[src/rtl/uart_pkg.sv]
// ============================================================================
// Module   : uart_pkg
// Purpose  : Shared state encodings, parity constants and parity helper for
//            the oversampling UART receiver.
// Revision : 1.0
// ============================================================================
`default_nettype none

package uart_pkg;

  typedef enum logic [2:0] {
    ST_IDLE    = 3'd0,
    ST_START   = 3'd1,
    ST_DATA    = 3'd2,
    ST_PARITY  = 3'd3,
    ST_STOP    = 3'd4,
    ST_DELIVER = 3'd5
  } rx_state_e;

  localparam int PARITY_NONE = 0;
  localparam int PARITY_EVEN = 1;
  localparam int PARITY_ODD  = 2;

  // Data is zero-extended to the widest legal word; extra zeros do not affect the XOR.
  function automatic logic parity_mismatch(input logic [8:0] data,
                                           input logic       par_bit,
                                           input logic       odd);
    return (^data) ^ par_bit ^ odd;
  endfunction

endpackage

`default_nettype wire

[src/rtl/uart_rx_sync.sv]
// ============================================================================
// Module   : uart_rx_sync
// Purpose  : Two-flop synchroniser for the serial line plus a falling-edge
//            pulse on the synchronised signal. All flops reset to idle (1).
// Revision : 1.0
// ============================================================================
`default_nettype none

module uart_rx_sync (
  input  logic clk_in,
  input  logic reset,
  input  logic data_in,
  output logic line_out,
  output logic fall_out
);

  logic meta_q, meta_d;
  logic sync_q, sync_d;
  logic prev_q, prev_d;

  always_comb begin
    meta_d = data_in;
    sync_d = meta_q;
    prev_d = sync_q;
  end

  always_ff @(posedge clk_in) begin
    if (!reset) begin
      meta_q <= 1'b1;
      sync_q <= 1'b1;
      prev_q <= 1'b1;
    end else begin
      meta_q <= meta_d;
      sync_q <= sync_d;
      prev_q <= prev_d;
    end
  end

  assign line_out = sync_q;
  assign fall_out = prev_q & ~sync_q;

endmodule

`default_nettype wire

[src/rtl/uart_rx_param.sv]
// ============================================================================
// Module   : uart_rx_param
// Purpose  : Parametrised oversampling UART receiver with start validation,
//            optional parity, stop check, error flags and valid/ready output.
//            Optional build macro UART_RX_MAJORITY_EN: 2-of-3 vote per sample.
// Revision : 1.0
// ============================================================================
`default_nettype none

module uart_rx_param
  import uart_pkg::*;
#(
  parameter int DATA_BITS   = 8,
  parameter int OVERSAMPLE  = 16,
  parameter int PARITY_MODE = 0
) (
  input  logic                 clk_in,
  input  logic                 reset,
  input  logic                 data_in,
  output logic [DATA_BITS-1:0] out_data,
  output logic                 out_valid,
  input  logic                 out_ready,
  output logic                 frame_err,
  output logic                 parity_err,
  output logic                 overrun
);

  localparam int TW = $clog2(OVERSAMPLE);
  localparam int BW = $clog2(DATA_BITS + 1);
  localparam logic [TW-1:0] TICK_LAST = TW'(OVERSAMPLE - 1);

  logic rx_line;
  logic rx_fall;
  logic sample;

  uart_rx_sync u_sync (
    .clk_in   (clk_in),
    .reset    (reset),
    .data_in  (data_in),
    .line_out (rx_line),
    .fall_out (rx_fall)
  );

`ifdef UART_RX_MAJORITY_EN
  // Vote over ticks N-1, N, N+1; the decision lands one tick late, so the
  // start point moves by one and every later point follows from it.
  localparam logic [TW-1:0] TICK_START = TW'(OVERSAMPLE / 2);

  logic [1:0] hist_q, hist_d;

  always_comb hist_d = {hist_q[0], rx_line};

  always_ff @(posedge clk_in) begin
    if (!reset) hist_q <= 2'b11;
    else        hist_q <= hist_d;
  end

  assign sample = (hist_q[1] & hist_q[0]) | (hist_q[1] & rx_line) | (hist_q[0] & rx_line);
`else
  localparam logic [TW-1:0] TICK_START = TW'(OVERSAMPLE / 2 - 1);

  assign sample = rx_line;
`endif

  rx_state_e            state_q, state_d;
  logic [TW-1:0]        tick_q, tick_d;
  logic [BW-1:0]        bit_q, bit_d;
  logic [DATA_BITS-1:0] shift_q, shift_d;
  logic                 perr_cand_q, perr_cand_d;
  logic                 ferr_cand_q, ferr_cand_d;
  logic [DATA_BITS-1:0] data_q, data_d;
  logic                 valid_q, valid_d;
  logic                 ferr_q, ferr_d;
  logic                 perr_q, perr_d;
  logic                 ovr_q, ovr_d;

  always_comb begin
    state_d     = state_q;
    tick_d      = tick_q;
    bit_d       = bit_q;
    shift_d     = shift_q;
    perr_cand_d = perr_cand_q;
    ferr_cand_d = ferr_cand_q;
    data_d      = data_q;
    ferr_d      = ferr_q;
    perr_d      = perr_q;
    ovr_d       = 1'b0;
    valid_d     = (valid_q && out_ready) ? 1'b0 : valid_q;

    case (state_q)
      ST_IDLE: begin
        if (rx_fall) begin
          tick_d  = '0;
          state_d = ST_START;
        end
      end
      ST_START: begin
        if (tick_q == TICK_START) begin
          tick_d  = '0;
          bit_d   = '0;
          state_d = sample ? ST_IDLE : ST_DATA;
        end else begin
          tick_d = tick_q + TW'(1);
        end
      end
      ST_DATA: begin
        if (tick_q == TICK_LAST) begin
          tick_d  = '0;
          shift_d = {sample, shift_q[DATA_BITS-1:1]};
          if (bit_q == BW'(DATA_BITS - 1)) begin
            bit_d   = '0;
            state_d = (PARITY_MODE != PARITY_NONE) ? ST_PARITY : ST_STOP;
          end else begin
            bit_d = bit_q + BW'(1);
          end
        end else begin
          tick_d = tick_q + TW'(1);
        end
      end
      ST_PARITY: begin
        if (tick_q == TICK_LAST) begin
          tick_d      = '0;
          perr_cand_d = parity_mismatch(9'(shift_q), sample, (PARITY_MODE == PARITY_ODD));
          state_d     = ST_STOP;
        end else begin
          tick_d = tick_q + TW'(1);
        end
      end
      ST_STOP: begin
        if (tick_q == TICK_LAST) begin
          tick_d      = '0;
          ferr_cand_d = ~sample;
          state_d     = ST_DELIVER;
        end else begin
          tick_d = tick_q + TW'(1);
        end
      end
      ST_DELIVER: begin
        // An unaccepted word is never overwritten; the new one is dropped.
        if (!valid_q || out_ready) begin
          data_d  = shift_q;
          ferr_d  = ferr_cand_q;
          perr_d  = (PARITY_MODE != PARITY_NONE) ? perr_cand_q : 1'b0;
          valid_d = 1'b1;
        end else begin
          ovr_d = 1'b1;
        end
        state_d = ST_IDLE;
      end
      default: state_d = ST_IDLE;
    endcase
  end

  always_ff @(posedge clk_in) begin
    if (!reset) begin
      state_q     <= ST_IDLE;
      tick_q      <= '0;
      bit_q       <= '0;
      shift_q     <= '0;
      perr_cand_q <= 1'b0;
      ferr_cand_q <= 1'b0;
      data_q      <= '0;
      valid_q     <= 1'b0;
      ferr_q      <= 1'b0;
      perr_q      <= 1'b0;
      ovr_q       <= 1'b0;
    end else begin
      state_q     <= state_d;
      tick_q      <= tick_d;
      bit_q       <= bit_d;
      shift_q     <= shift_d;
      perr_cand_q <= perr_cand_d;
      ferr_cand_q <= ferr_cand_d;
      data_q      <= data_d;
      valid_q     <= valid_d;
      ferr_q      <= ferr_d;
      perr_q      <= perr_d;
      ovr_q       <= ovr_d;
    end
  end

  assign out_data   = data_q;
  assign out_valid  = valid_q;
  assign frame_err  = ferr_q;
  assign parity_err = perr_q;
  assign overrun    = ovr_q;

endmodule

`default_nettype wire
[config.mk]
export PLATFORM = sky130hd
export DESIGN_NAME = uart_rx_param
export DESIGN_NICKNAME = d
export VERILOG_FILES = /design/src/rtl/uart_pkg.sv /design/src/rtl/uart_rx_sync.sv /design/src/rtl/uart_rx_param.sv
export SDC_FILE = /design/constraint.sdc
export NUM_CORES = 1
export LEC_CHECK = 0
export BUFFER_PORTS_ARGS = -buffer_cell sky130_fd_sc_hd__buf_2
export CAP_MARGIN = 40
export CORE_ASPECT_RATIO = 1.2
export CORE_MARGIN = 2
export CORE_UTILIZATION = 55
export CTS_BUF_LIST = sky130_fd_sc_hd__clkbuf_8 sky130_fd_sc_hd__clkbuf_16
export CTS_CLUSTER_SIZE = 40
export DETAILED_ROUTE_END_ITERATION = 8
export PLACE_DENSITY = 0.78
export SYNTH_ARGS = -nofsm -noshare
export SYNTH_HDL_FRONTEND = slang
export SYNTH_SLANG_ARGS = --single-unit
[constraint.sdc]
create_clock -name clk_in -period 2.3 [get_ports clk_in]
set_input_delay 0 -clock clk_in [delete_from_list [all_inputs] [get_ports clk_in]]
set_output_delay 0 -clock clk_in [all_outputs]
set_load 0.02 [all_outputs]
==> results.yml <==
synthesis:
  ys_warn_count: 0
  synth_cells: 154
  syn_avg_cell_area_um2: 9.43
  synth.ff_latch_count: 34
  syn_area_um2: 1450
  synth_edf_count: 0
  ys.flop_type: "dfxtp_1"
  synth_top_family_by_area: "simple AND/OR/NAND/NOR gates"
  synth_nets: 160
  synthArstFlopShare_pct: 0
  yosysSeqAreaShare_pct: 46.9
  synth-xor-area-share_pct: 0
  synth.distinct_cells: 39
  synth_simple_gate_area_share_pct: 20.7
  synthAdderAreaFrac_pct: 1.72
  synth.area.mux_share_pct: 13.8
  synth_compound_area_share_pct: 11.5
sta:
  max_freq_ghz: 0.524
  setup_viol: 0
  drv_slew: 0
  finalCritPeriodShare_pct: 82.9
  rsz0062_at_grt: "no"
  hold_ws_ns: 0.0123
  fin_setup_tns_ns: 0
  final_hold_viol_count: 0
  fin_worst_skew_ns: 0.00408
  finalCriticalPeriod_ns: 1.91
worst_setup_path:
  reg2reg_from: "state_q[0]"
  slowest_delay_ns: 0.48
  path_delay_family: "simple AND/OR/NAND/NOR gates"
  path_class: "reg2reg"
  path_cells: "or3b_1 -> a211o_1 -> or4_1 -> a21oi_1"
  worst_path_max_delay_cell: "or4_1"
  worstRegToRegCells: 4
  worst-path-buf-inv: 0
  crit_path_start_kind: "register"
  r2r_slack_ns: 0.39
  regToRegEndpoint: "bit_q[3]"
  cp-endpoint: "bit_q[3]"
  crit_cells: 4
  cp_data_required_time_ns: 2.52
  worstSetupStartpoint: "state_q[0]"
  cp-end-kind: "register"
  worst_ep_arrival_time_ns: 2.13
  crit_fanout: 10
finish:
  num-nets-final: 178
  area_growth_pct: 16.4
  drive_above_1_share_pct: 16.8
  multi_input_comb_area_um2: 696
  fillers: 201
  num_antenna_cells: 0
  regArea_um2: 681
detailed_routing:
  initialDrtViolationCount: 19
  vias: 1118
  drc: 0
  viasPerCell: 5.43
  wirelength_um: 2690
  firstDrtPassIters: 4
  ant_nets: 0
  routedWlPerCell_um: 13.0
floorplanning:
  die_h_um: 60.3
  rows: 20
  dieArea_um2: 3070
  initial_utilization_pct: 57.5
  die_w_um: 50.9
  coreArea_um2: 2530
  io_pins: 16
power:
  p_per_area_nw_per_um2: 873
  vdd_drop_max_uv: 1130
  p_leak_nw: 0.662
grt:
  antenna_found_initial: 0
  overflow: 0
  groute.usage.overall_pct: 19.9
  first_global_vias: 1045
  grt_pass1_wl_um: 4350
  grt_max_degree: 29
clock_tree:
  clockBufferDepth: 2
  cts_tree: "built"
  clock_sinks: 34
  clock_latency_ns: 0.29
  clock-root-buffer: "clkbuf_8"
  numCtsBuffers: 5
  cts_resized: 0
  h-tree-depth: 2
  clk_pin_slew_ns: 0.07
job:
  drv_cap: 0
place:
  dp_hpwl_um: 1870
  gp_congestion: 0.791
  port_buffers: 14
min_path:
  min_path_type: "in2reg"
status:
  outcome: "complete, no violations"
## worst min path at each step
stage,endpoint,cells after the start,slack [ns],startpoint
finish,overrun,3,0.01,out_ready
detailed placement,u_sync.meta_q,2,0.19,data_in
global placement,u_sync.meta_q,2,0.19,data_in
floorplan,u_sync.meta_q,1,0.10,data_in
global route,overrun,3,0.05,out_ready
CTS,overrun,3,0.006,out_ready
## sequential cells by signal, indices dropped and copies added, names as in the netlist
name and count:
u_sync.meta_q 1, u_sync.line_out 1, ferr_cand_q 1, out_data 8, out_valid 1, tick_q 4, frame_err 1, u_sync.prev_q 1
state_q 3, shift_q 8, bit_q 4, overrun 1
## synthesized netlist by cell type (all sizes together) (4+ instances only)
cell | count | area share [%]
mux2i | 20 | 14
nand3 | 4 | 1.4
nor2 | 21 | 5.4
o21ai | 7 | 2.4
dfxtp | 34 | 47
a21oi | 9 | 3.1
buf | 6 | 3.3
nand2 | 10 | 2.6
## metrics by stage
stage	area [um2]	util (%)	power, mW	std cells	setup slack, ns
2_1_floorplan	1450	-	0.789	154	0.528
3_3_place_gp	1520	60.0	0.801	195	0.450
3_5_place_dp	1520	60.0	0.813	195	0.400
4_1_cts	1690	66.9	1.49	206	0.400
5_1_grt	1690	66.9	1.54	206	0.277
6_report	1690	66.9	1.48	206	0.392
## final cells by class
type | count | area share, %
multi-input combinational | 109 | 41.2
clock inverter | 2 | 3.55
clock buffer | 6 | 4.89
sequential | 34 | 40.3
tap | 33 | 2.44
timing repair buffer | 20 | 7.25
inverter | 2 | 0.444
## power breakdown
group          leakage, nW  switching (mW)  internal, mW  total, mW
clock               0.0714           0.209         0.462      0.671
sequential           0.275          0.0310         0.611      0.642
combinational        0.316          0.0899        0.0728      0.163
total                0.662           0.330          1.15       1.48
## timing repair
item	4_1_cts	5_1_grt
hold buffers	3	0
setup buffers	0	0
hold endpoints to repair	3	0
## kinds of logic (layout without fill, tap and decap cells)
kind of cell,count (synthesis),after routing
compound gates,27,27
fa+ha+maj,2,2
buf+inv,11,30
flops,34,34
mux,20,20
other cells,1,1
simple gates,59,59
## metal layers
layer  part of all wire (%)  vias to the layer above  routed length (um)  global-route usage [%]
met1                     43                      514                1160                    19.7
met3                    4.3                       10                 116                    8.50
li1                       -                      569                   -                       -
met4                    2.2                        0                  60                    12.7
met2                     50                       25                1350                    34.1
met5                      0                        -                   0                       0
## cell usage in the layout, fill, tap and decap left out
| cell type | count |
|---|---|
| or4_1 | 1 |
| a311oi_1 | 1 |
| nand4_1 | 1 |
| nor2b_1 | 3 |
| ha_1 | 2 |
| a2111oi_0 | 1 |
| bufinv_16 | 2 |
| or3_2 | 1 |
| nand2_1 | 10 |
| a21o_1 | 1 |
| nand4b_1 | 1 |
| buf_2 | 14 |
| mux2i_1 | 20 |
| nor2_1 | 21 |
| nor3_1 | 3 |
| o21a_1 | 2 |
| nor3b_1 | 1 |
| dlygate4sd3_1 | 3 |
| nand3_1 | 4 |
| buf_4 | 3 |
| or4b_2 | 1 |
| a211oi_1 | 2 |
| and2_1 | 2 |
| or3b_1 | 1 |
| o31ai_1 | 1 |
| inv_2 | 1 |
| o21ai_0 | 7 |
| and2_2 | 1 |
| nand2b_1 | 3 |
| conb_1 | 1 |
| and3_1 | 1 |
| clkbuf_8 | 6 |
| inv_1 | 1 |
| a31oi_1 | 1 |
| a211o_1 | 2 |
| nand3b_1 | 3 |
| dfxtp_1 | 34 |
| a21oi_1 | 9 |
| or3_1 | 1 |
## tightest hold or removal path, delay by kind of cell
kind          cells  cell delay, ns
buf+inv           1            0.07
simple gates      2            0.18
No activity file was read; power rests on OpenSTA's default activity.
